[src/rtl/pipeline_control_if.sv]
// Handshake bundle between the pipeline front end and pipeline_control.
// The master side drives fetch, decode, writeback and branch status; the slave side returns the pipeline controls.
interface pipeline_control_if #(
    parameter int REG_AW = 4
);
    logic              fetch_valid;
    logic [7:0]        dec_opcode;
    logic [REG_AW-1:0] dec_src_a;
    logic [REG_AW-1:0] dec_src_b;
    logic [REG_AW-1:0] dec_dst;
    logic              dec_writes;
    logic              wb_valid;
    logic [REG_AW-1:0] wb_dst;
    logic              branch_taken;
    logic              resume;
    logic              fetch_en;
    logic              decode_en;
    logic              exec_valid;
    logic              stall;
    logic              flush;
    logic              halted;
    logic [15:0]       stall_cnt;
    logic [15:0]       flush_cnt;

    modport master (
        output fetch_valid, dec_opcode, dec_src_a, dec_src_b, dec_dst, dec_writes,
        output wb_valid, wb_dst, branch_taken, resume,
        input  fetch_en, decode_en, exec_valid, stall, flush, halted, stall_cnt, flush_cnt
    );

    modport slave (
        input  fetch_valid, dec_opcode, dec_src_a, dec_src_b, dec_dst, dec_writes,
        input  wb_valid, wb_dst, branch_taken, resume,
        output fetch_en, decode_en, exec_valid, stall, flush, halted, stall_cnt, flush_cnt
    );
endinterface

[src/rtl/pipeline_control.sv]
// In-order pipeline controller: scoreboard hazard stall, taken-branch flush and halt/resume sequencing.
// Optional performance counters are built only when PIPE_CTRL_PERF_EN is defined.
module pipeline_control #(
    parameter int          REG_AW  = 4,
    parameter logic [7:0]  HALT_OP = 8'hFF
) (
    input logic               clk,
    input logic               rst,
    pipeline_control_if.slave bus
);
    localparam int NREG = 2 ** REG_AW;

    typedef enum logic [1:0] {
        RUN,
        FLUSH,
        HALT_DRAIN,
        HALTED
    } state_e;

    state_e            state_q, state_d;
    logic              dec_valid_q, dec_valid_d;
    logic [NREG-1:0]   pending_q, pending_d;
    logic              exec_valid_q;
    logic              hazard;
    logic              stall;
    logic              issue;
    logic              fetch_en;

    // Hazard looks only at registered pending bits; a same-cycle writeback is not bypassed.
    assign hazard = dec_valid_q &&
                    (pending_q[bus.dec_src_a] || pending_q[bus.dec_src_b] ||
                     (bus.dec_writes && pending_q[bus.dec_dst]));

    assign stall    = (state_q == RUN) && hazard;
    assign fetch_en = (state_q == RUN) && !hazard;
    assign issue    = (state_q == RUN) && dec_valid_q && !hazard && !bus.branch_taken;

    // NOTE: every signal gets a default at the top of the block, so no path can infer a latch.
    always_comb begin
        state_d     = state_q;
        dec_valid_d = dec_valid_q;
        pending_d   = pending_q;

        // Clear before set so an issue to the register being retired keeps it pending.
        if (bus.wb_valid) begin
            pending_d[bus.wb_dst] = 1'b0;
        end
        if (issue && bus.dec_writes) begin
            pending_d[bus.dec_dst] = 1'b1;
        end

        case (state_q)
            RUN: begin
                if (bus.branch_taken) begin
                    state_d     = FLUSH;
                    dec_valid_d = 1'b0;
                end else begin
                    if (fetch_en) begin
                        dec_valid_d = bus.fetch_valid;
                    end
                    if (issue && (bus.dec_opcode == HALT_OP)) begin
                        state_d = HALT_DRAIN;
                    end
                end
            end
            FLUSH: begin
                dec_valid_d = 1'b0;
                state_d     = RUN;
            end
            HALT_DRAIN: begin
                // Looking at next-cycle pending lets the final writeback finish the drain.
                if (pending_d == '0) begin
                    state_d = HALTED;
                end
            end
            HALTED: begin
                if (bus.resume) begin
                    state_d = RUN;
                end
            end
            default: begin
                state_d = RUN;
            end
        endcase
    end

    // NOTE: sequential state uses non-blocking assignments so all registers update from the same pre-edge values.
    always_ff @(posedge clk or posedge rst) begin
        if (rst) begin
            state_q      <= RUN;
            dec_valid_q  <= 1'b0;
            pending_q    <= '0;
            exec_valid_q <= 1'b0;
        end else begin
            state_q      <= state_d;
            dec_valid_q  <= dec_valid_d;
            pending_q    <= pending_d;
            exec_valid_q <= issue;
        end
    end

    assign bus.fetch_en   = fetch_en;
    assign bus.decode_en  = fetch_en;
    assign bus.stall      = stall;
    assign bus.exec_valid = exec_valid_q;
    assign bus.flush      = (state_q == FLUSH);
    assign bus.halted     = (state_q == HALTED);

`ifdef PIPE_CTRL_PERF_EN
    logic [15:0] stall_cnt_q;
    logic [15:0] flush_cnt_q;
    logic        flush_entry;

    assign flush_entry = (state_d == FLUSH) && (state_q != FLUSH);

    always_ff @(posedge clk or posedge rst) begin
        if (rst) begin
            stall_cnt_q <= '0;
            flush_cnt_q <= '0;
        end else begin
            if (stall && (stall_cnt_q != 16'hFFFF)) begin
                stall_cnt_q <= stall_cnt_q + 16'd1;
            end
            if (flush_entry && (flush_cnt_q != 16'hFFFF)) begin
                flush_cnt_q <= flush_cnt_q + 16'd1;
            end
        end
    end

    assign bus.stall_cnt = stall_cnt_q;
    assign bus.flush_cnt = flush_cnt_q;
`else
    assign bus.stall_cnt = 16'h0000;
    assign bus.flush_cnt = 16'h0000;
`endif

endmodule

[src/flat_wrapper.sv]
// flat-port wrapper written by rule: the top's interface ports become plain ports
module pipeline_control_flat 
#(
    parameter int          REG_AW  = 4,
    parameter logic [7:0]  HALT_OP = 8'hFF
)
  (clk, rst, bus_fetch_valid, bus_dec_opcode, bus_dec_src_a, bus_dec_src_b, bus_dec_dst, bus_dec_writes, bus_wb_valid, bus_wb_dst, bus_branch_taken, bus_resume, bus_fetch_en, bus_decode_en, bus_exec_valid, bus_stall, bus_flush, bus_halted, bus_stall_cnt, bus_flush_cnt);
  pipeline_control_if #(.REG_AW(REG_AW)) bus_i ();
  input logic clk;
  input logic rst;
  input wire logic [$bits(bus_i.fetch_valid)-1:0] bus_fetch_valid;
  input wire logic [$bits(bus_i.dec_opcode)-1:0] bus_dec_opcode;
  input wire logic [$bits(bus_i.dec_src_a)-1:0] bus_dec_src_a;
  input wire logic [$bits(bus_i.dec_src_b)-1:0] bus_dec_src_b;
  input wire logic [$bits(bus_i.dec_dst)-1:0] bus_dec_dst;
  input wire logic [$bits(bus_i.dec_writes)-1:0] bus_dec_writes;
  input wire logic [$bits(bus_i.wb_valid)-1:0] bus_wb_valid;
  input wire logic [$bits(bus_i.wb_dst)-1:0] bus_wb_dst;
  input wire logic [$bits(bus_i.branch_taken)-1:0] bus_branch_taken;
  input wire logic [$bits(bus_i.resume)-1:0] bus_resume;
  output wire logic [$bits(bus_i.fetch_en)-1:0] bus_fetch_en;
  output wire logic [$bits(bus_i.decode_en)-1:0] bus_decode_en;
  output wire logic [$bits(bus_i.exec_valid)-1:0] bus_exec_valid;
  output wire logic [$bits(bus_i.stall)-1:0] bus_stall;
  output wire logic [$bits(bus_i.flush)-1:0] bus_flush;
  output wire logic [$bits(bus_i.halted)-1:0] bus_halted;
  output wire logic [$bits(bus_i.stall_cnt)-1:0] bus_stall_cnt;
  output wire logic [$bits(bus_i.flush_cnt)-1:0] bus_flush_cnt;
  assign bus_i.fetch_valid = bus_fetch_valid;
  assign bus_i.dec_opcode = bus_dec_opcode;
  assign bus_i.dec_src_a = bus_dec_src_a;
  assign bus_i.dec_src_b = bus_dec_src_b;
  assign bus_i.dec_dst = bus_dec_dst;
  assign bus_i.dec_writes = bus_dec_writes;
  assign bus_i.wb_valid = bus_wb_valid;
  assign bus_i.wb_dst = bus_wb_dst;
  assign bus_i.branch_taken = bus_branch_taken;
  assign bus_i.resume = bus_resume;
  assign bus_fetch_en = bus_i.fetch_en;
  assign bus_decode_en = bus_i.decode_en;
  assign bus_exec_valid = bus_i.exec_valid;
  assign bus_stall = bus_i.stall;
  assign bus_flush = bus_i.flush;
  assign bus_halted = bus_i.halted;
  assign bus_stall_cnt = bus_i.stall_cnt;
  assign bus_flush_cnt = bus_i.flush_cnt;
  pipeline_control #(.REG_AW(REG_AW), .HALT_OP(HALT_OP)) u_core (.clk(clk), .rst(rst), .bus(bus_i));
endmodule
[config.mk]
export PLATFORM = sky130hd
export DESIGN_NAME = pipeline_control_flat
export DESIGN_NICKNAME = d
export VERILOG_FILES = /design/src/rtl/pipeline_control_if.sv /design/src/rtl/pipeline_control.sv /design/src/flat_wrapper.sv
export SDC_FILE = /design/constraint.sdc
export NUM_CORES = 1
export LEC_CHECK = 0
export ABC_AREA = 1
export CAP_MARGIN = 20
export CORE_ASPECT_RATIO = 1.25
export CORE_MARGIN = 3
export CORE_UTILIZATION = 42
export CTS_CLUSTER_DIAMETER = 50
export DETAILED_ROUTE_END_ITERATION = 6
export PLACE_DENSITY = 0.82
export SLEW_MARGIN = 20
export SYNTH_ARGS = -nofsm -noshare
export SYNTH_HDL_FRONTEND = slang
export SYNTH_SLANG_ARGS = --single-unit
[constraint.sdc]
create_clock -name clk -period 2 [get_ports clk]
set_clock_uncertainty 0.1 [all_clocks]
set_input_delay 0.3 -clock clk [delete_from_list [all_inputs] [get_ports clk]]
set_output_delay 0.3 -clock clk [all_outputs]
set_load 0.02 [all_outputs]
# [Yosys cells after proc, flatten, opt, wreduce, memory -nomap -nowiden]
# Cells that the tools add are included.
[totals] register_bits=20 latch_bits=0 ramBits=0 romBits=0 inputBits=31 output_inout_bits=38 word_cells=61 mem_count=0
[op_classes] addsub=0 n_mul=0 n_div=0 order_cmp=6 eq_ne=8 shift=0 muxes=20 bitwise=3 reduce_logical=20
[ops] op="$mux W16" count=2
[ops] op="$lt A4 B5 Y1 const B" count=4
[ops] op="$and A16 B16 Y16" count=1
[ops] op="$logic_not A16 Y1" count=1
[ops] op="$not A16 Y16" count=1
[ops] op="$or A16 B16 Y16" count=1
[ops] op="$bmux W1 S4" count=3
[ops] op="$logic_and A1 B1 Y1" count=11
[ops] op="$demux W1 S4" count=2
[ops] op="$eq A8 B8 Y1 const B" count=1
[ops] op="$ge A4 B1 Y1 const B" count=2
[ops] op="$mux W2" count=4
[ops] op="$pmux W2 S4" count=1
[ops] op="$mux W1" count=7
[ops] op="$ne A3 B3 Y1 const B" count=2
[ops] op="$eq A2 B2 Y1 const B" count=2
[ops] op="$reduce_and A3 Y1" count=1
[ops] op="$eq A2 B1 Y1 const B" count=1
[ops] op="$logic_not A1 Y1" count=2
[ops] op="$logic_not A2 Y1" count=1
[ops] op="$logic_or A1 B1 Y1" count=2
[ops] op="$ne A2 B1 Y1 const B" count=1
[ops] op="$ne A2 B2 Y1 const B" count=1
[ops] op="$pmux W1 S2" count=1
[ops] op="2 further kinds" count=2

# [Logic depth before layout (Yosys ltp)]
# Gate-level depths: netlist of the first run.
[depth] word_depth=13 depth_mapped=21 depth_no_buf=20

# [Worst setup path before layout of the first run]
# Ideal clock, no wire load.
[synth_timing] path_kind="input -> output" startpoint="input port bus_dec_src_a[0]" endpoint="output port bus_fetch_en" arrival_ns=1.827 required_ns=1.600 path_slack_ns=-0.227 cell_stages=14 n_path_buf=3 path_cell_list="buf_6 -> inv_2 -> nand2_1 -> nand3_1 -> nand3_1 -> nand2_1 -> nand2_1 -> nand2_1 -> nand2_1 -> nor2_4 -> buf_6 -> nor2_1 -> nor2_1 -> buf_4"
[synth_via] elab_chain_cells=7
[synth_lines] item="start: declaration" line="flat_wrapper.sv:13" text="input wire logic [$bits(bus_i.dec_src_a)-1:0] bus_dec_src_a;"
[synth_lines] item="$bmux W1 S4" line="pipeline_control.sv:31" text="(pending_q[bus.dec_src_a] || pending_q[bus.dec_src_b] ||"
[synth_lines] item="$mux W1 (not written as such)" line="pipeline_control.sv:31"
[synth_lines] item="$logic_or A1 B1 Y1 (2 in series)" line="pipeline_control.sv:31"
[synth_lines] item="$logic_and A1 B1 Y1" line="pipeline_control.sv:30" text="assign hazard = dec_valid_q &&"
[synth_lines] item="$logic_not A1 Y1" line="pipeline_control.sv:35" text="assign fetch_en = (state_q == RUN) && !hazard;"
[synth_lines] item="$logic_and A1 B1 Y1" line="pipeline_control.sv:35"
[synth_lines] item="end: declaration" line="flat_wrapper.sv:21" text="output wire logic [$bits(bus_i.fetch_en)-1:0] bus_fetch_en;"
# No other way between the ends. The select of a mux whose other input is x is not followed.

# [Final worst setup path of the first run]
[layout_timing] startpoint="register u_core.pending_q[14]" endpoint="register u_core.state_q[0]"
[layout_via] elab_chain_cells=13 word_cells_on_any_way=23 classes_between="2 x eq/ne; 8 x mux; 2 x bitwise; 11 x reduce/logical"
[layout_lines] item="start: declaration" line="pipeline_control.sv:22" text="logic [NREG-1:0] pending_q, pending_d;"
[layout_lines] item="start signal: assignment" line="pipeline_control.sv:97" text="pending_q <= pending_d;"
[layout_lines] item="$bmux W1 S4 (on tied branches)" line="pipeline_control.sv:31, pipeline_control.sv:32"
[layout_lines] item="$mux W1 (on tied branches)" line="pipeline_control.sv:31, pipeline_control.sv:32"
[layout_lines] item="$logic_or A1 B1 Y1 / $logic_and A1 B1 Y1 (equally long branches)" line="pipeline_control.sv:31, pipeline_control.sv:32"
[layout_lines] item="$logic_or A1 B1 Y1 (*)" line="pipeline_control.sv:31"
[layout_lines] item="$logic_and A1 B1 Y1 (*)" line="pipeline_control.sv:30"
[layout_lines] item="$logic_not A1 Y1 (*)" line="pipeline_control.sv:36" text="assign issue = (state_q == RUN) && dec_valid_q && !hazard && !bus.branch_taken;"
[layout_lines] item="$logic_and A1 B1 Y1 (*) (2 in series)" line="pipeline_control.sv:36"
[layout_lines] item="net u_core.issue" line="pipeline_control.sv:26" text="logic issue;"
[layout_lines] item="$logic_and A1 B1 Y1" line="pipeline_control.sv:48" text="if (issue && bus.dec_writes) begin"
[layout_lines] item="$mux W16" line="pipeline_control.sv:48"
[layout_lines] item="$logic_not A16 Y1" line="pipeline_control.sv:72" text="if (pending_d == '0) begin"
[layout_lines] item="$ne A2 B1 Y1 (no line)"
[layout_lines] item="$reduce_and A3 Y1 (no line) (*)"
[layout_lines] item="end signal: assignment" line="pipeline_control.sv:95" text="state_q <= state_d;"
[layout_lines] item="end: declaration" line="pipeline_control.sv:20" text="state_e state_q, state_d;"
# The timed path passes the listed nets; every way through them passes the cells marked *. The select of a mux whose other input is x is not followed.
# A chain may end at the register's enable or synchronous reset.

==> flow_summary_export.csv, run 1 <==
group,metric,value,unit
status,status,"finished, violations left",
status,failed_checks,"negative setup slack",
logic_synthesis,synth_mux_area_frac,0,
critical_path,crit_top_cell,"nand2_1",
logic_synthesis,synth_top_area_cell,"dfrtp_1",
critical_path,crit_path_start_kind,"flop",
logic_synthesis,netlist_top_cells_count,"nand2_1, inv_1, nor2_1",
power,p_per_area,591,nW/um^2
critical_path,critPathCaptureType,"flop",
logic_synthesis,synth_top_area_share,0.244,
cts,clkSinkCount,20,
timing,fmax,0.421,GHz
floorplanning,dieWidth,68.5,um
cts,cts_hold_buffers,0,
placed_design,port_buffers,36,
finish,nets,459,
power,p_sw,0.684,mW
power,seqPwrFrac,0.274,
power,swShare,0.399,
power,comb_power_share,0.545,
logic_synthesis,syn_inst,344,
cts,cts_root_buf,"clkbuf_8",
placed_design,gp_congestion,0.921,
logic_synthesis,synth_compound_area_frac,0.0580,
timing,fin_crit_sh,1.19,
grt,grt_overflow_total,0,
floorplanning,die-area,5760,sq um
grt,grt_pass1_vias,2217,
routing,first_iter_violations,114,
placed_design,dp_hpwl,4480,um
routing,num_vias,2387,
finish,n_antenna_cell,0,
logic_synthesis,yosysUniqueCellTypes,23,
timing,rsz0062_at_grt,"true",
finish,final_layout_size_suffix_gt1_frac,0.241,
critical_path,worstPathRequired,2.05,ns
cts,cts_tree,"yes",
routing,routed_wl,5950,um
critical_path,cp_cell_sequence,"buf_6 -> nand2_1 -> nand2_1 -> nand2_1 -> nand2_1 -> nand2_1 -> nand2_1 -> nor2_1 -> nor2_2 -> buf_4 -> buf_4 -> nor4_2 -> buf_4 -> nand2_1 -> a21oi_2 -> a21oi_1 -> and3_1",
routing,viasPerCell,4.92,
critical_path,cp.arrival,2.43,ns
logic_synthesis,syn_area_per_cell,5.96,sq um
critical_path,cp_max_fo,3,
grt,track_usage,0.207,
timing,slew_viol_final,0,
logic_synthesis,syn-cell-area,2050,sq um
logic_synthesis,synth-seq-cells,20,
logic_synthesis,yosysSeqAreaShare,0.244,
min_path,hp-class,"primary input to async pin",
timing,setup_ws,-0.378,ns
timing,hold_ws,0.263,ns
logic_synthesis,yosysWarnings,0,
logic_synthesis,async_flop_share,1.00,
routing,ant_nets,0,
logic_synthesis,synthSimpleGateAreaFrac,0.463,
critical_path,cp_slowest_cell,"dfrtp_1",
timing,final_hold_viol_count,0,
power,internal_power,1.03,mW
cts,clock_path_buffers,2,
power,power.clock.fraction,0.180,
grt,antenna_found_initial,0,
routing,post-route-drc-count,0,
routing,routedWlPerCell,12.3,um
floorplanning,ios,69,
logic_synthesis,synth-adder-area-share,0,
logic_synthesis,ys.flop_type,"dfrtp_1",
job,drv_cap,0,
cts,insertion_delay,0.26,ns
floorplanning,rows,27,
critical_path,max_stage_delay,0.42,ns
logic_synthesis,yosysMostFrequentCell,"nand2_1",
power,peakVddDrop,0.571,mV
timing,fin_crit,2.38,ns
grt,grt_pass1_wl,9380,um
floorplanning,die_y,84.1,um
finish,syn2layout_area_growth,41.8,%
routing,drt_first_pass_iters,4,
logic_synthesis,synth.area.top_cells,"dfrtp_1, nand2_1, buf_4, inv_1, nor2_1",
power,p_leak,1.69,nW
logic_synthesis,synth_top_family_by_area,"simple AND/OR/NAND/NOR gates",
cts,cts.clk_slew.worst_paths,0.07,ns
critical_path,worstSetupPathType,"flop to flop",
cts,numCtsBuffers,3,
timing,setup_violations,6,
logic_synthesis,synth-edff-count,0,
floorplanning,start_util,0.449,
floorplanning,core,4560,sq um
finish,utilization,0.637,
logic_synthesis,synthXorXnorAreaFrac,0,
grt,grt_max_degree,21,
cts,htreeDepth,1,
layer usage:
| metal | GRT usage | up-vias | routed length [um] |
|---|---|---|---|
| met3 | 0.0364 | 23 | 411 |
| met1 | 0.229 | 1061 | 2150 |
| li1 | - | 1183 | - |
| met4 | 0.105 | 0 | 250 |
| met2 | 0.362 | 120 | 3140 |
| met5 | 0 | - | 0 |
sequential cells by signal, summed over array words and instances (netlist names):
| register | cells |
|---|---|
| u_core.bus.exec_valid | 1 |
| u_core.dec_valid_q | 1 |
| u_core.state_q | 2 |
| u_core.pending_q | 16 |
per-stage QoR:
step                      TNS (ns)  instance area, sq um  cells  worst slack (ns)  total power, mW
after floorplan                  0                  2200    375           0.00402             1.02
after global placement       -8.93                  2650    469            -0.808             1.30
after detailed placement    -10.26                  2650    469            -0.864             1.32
after CTS                    -1.05                  2840    481            -0.270             1.69
after global routing         -2.76                  2910    485            -0.525             1.83
final                        -1.80                  2910    485            -0.378             1.72
worst max-delay path, delay by kind of cell, from the launching register on:
kind                   cells  cell delay (ns)
AO/OA/AOI/OAI              2             0.25
flip-flops                 1             0.42
AND/OR/NAND/NOR           11             0.98
buffers and inverters      4             0.53
logic make-up after synthesis:
kind of cell	count (synthesis)
AND/OR/NAND/NOR	217
buffers and inverters	84
flip-flops	20
other	1
AO/OA/AOI/OAI	22
power by group through the flow:
stage	clock, mW	sequential, mW	combinational (mW)
floorplan	0	0.483	0.542
global placement	0	0.473	0.822
detailed placement	0	0.477	0.840
CTS	0.319	0.469	0.901
global route	0.342	0.475	1.02
finish	0.310	0.471	0.936
final cells by class:
cell class / instances / area [sq um]
clock buffers: 4 / 55.1
fillers: 409 / 1660
inverters: 43 / 176
multi-input cells: 271 / 1260
flip-flops and latches: 20 / 500
well taps: 58 / 72.6
repair buffers: 89 / 841
path summary, 6_finish.rpt:
check	startpoint	endpoint	slack, ns	cells past startpoint
worst max-delay path	u_core.pending_q[14]	u_core.state_q[0]	-0.38	17
worst min-delay path	rst	u_core.dec_valid_q	0.26	3
worst max register to register	u_core.pending_q[14]	u_core.state_q[0]	-0.38	17
worst min register to register	u_core.pending_q[3]	u_core.pending_q[3]	0.50	2
max in group asynchronous	rst	u_core.pending_q[3]	1.33	3
min in group clk	u_core.pending_q[3]	u_core.pending_q[3]	0.50	2
repair_timing:
item,4_1_cts,5_1_grt
endpoints found under the setup margin,23,16
pin swaps,11,23
resized for setup,44,25
cloned,3,0
buffers inserted,5,6
cell usage in the layout, fill, tap and decap left out, types with 8 or more instances in the layout:
cell type,netlist,routed
inv_1,40,30
clkdlybuf4s50_1,0,23
nand4_1,14,14
inv_2,3,10
o21ai_0,15,14
buf_4,35,43
conb_1,1,32
nand2_2,3,8
dfrtp_1,20,20
nand2_1,120,115
nand3_1,29,26
nor2_1,40,36
No activity file was read; power rests on OpenSTA's default activity.
==> run 2: changes to the inputs <==
Settings changed: SLEW_MARGIN 20 to 0.
==> results of run 2 <==
Same layout as run 1: the final DEF is identical, and so are final timing and power.
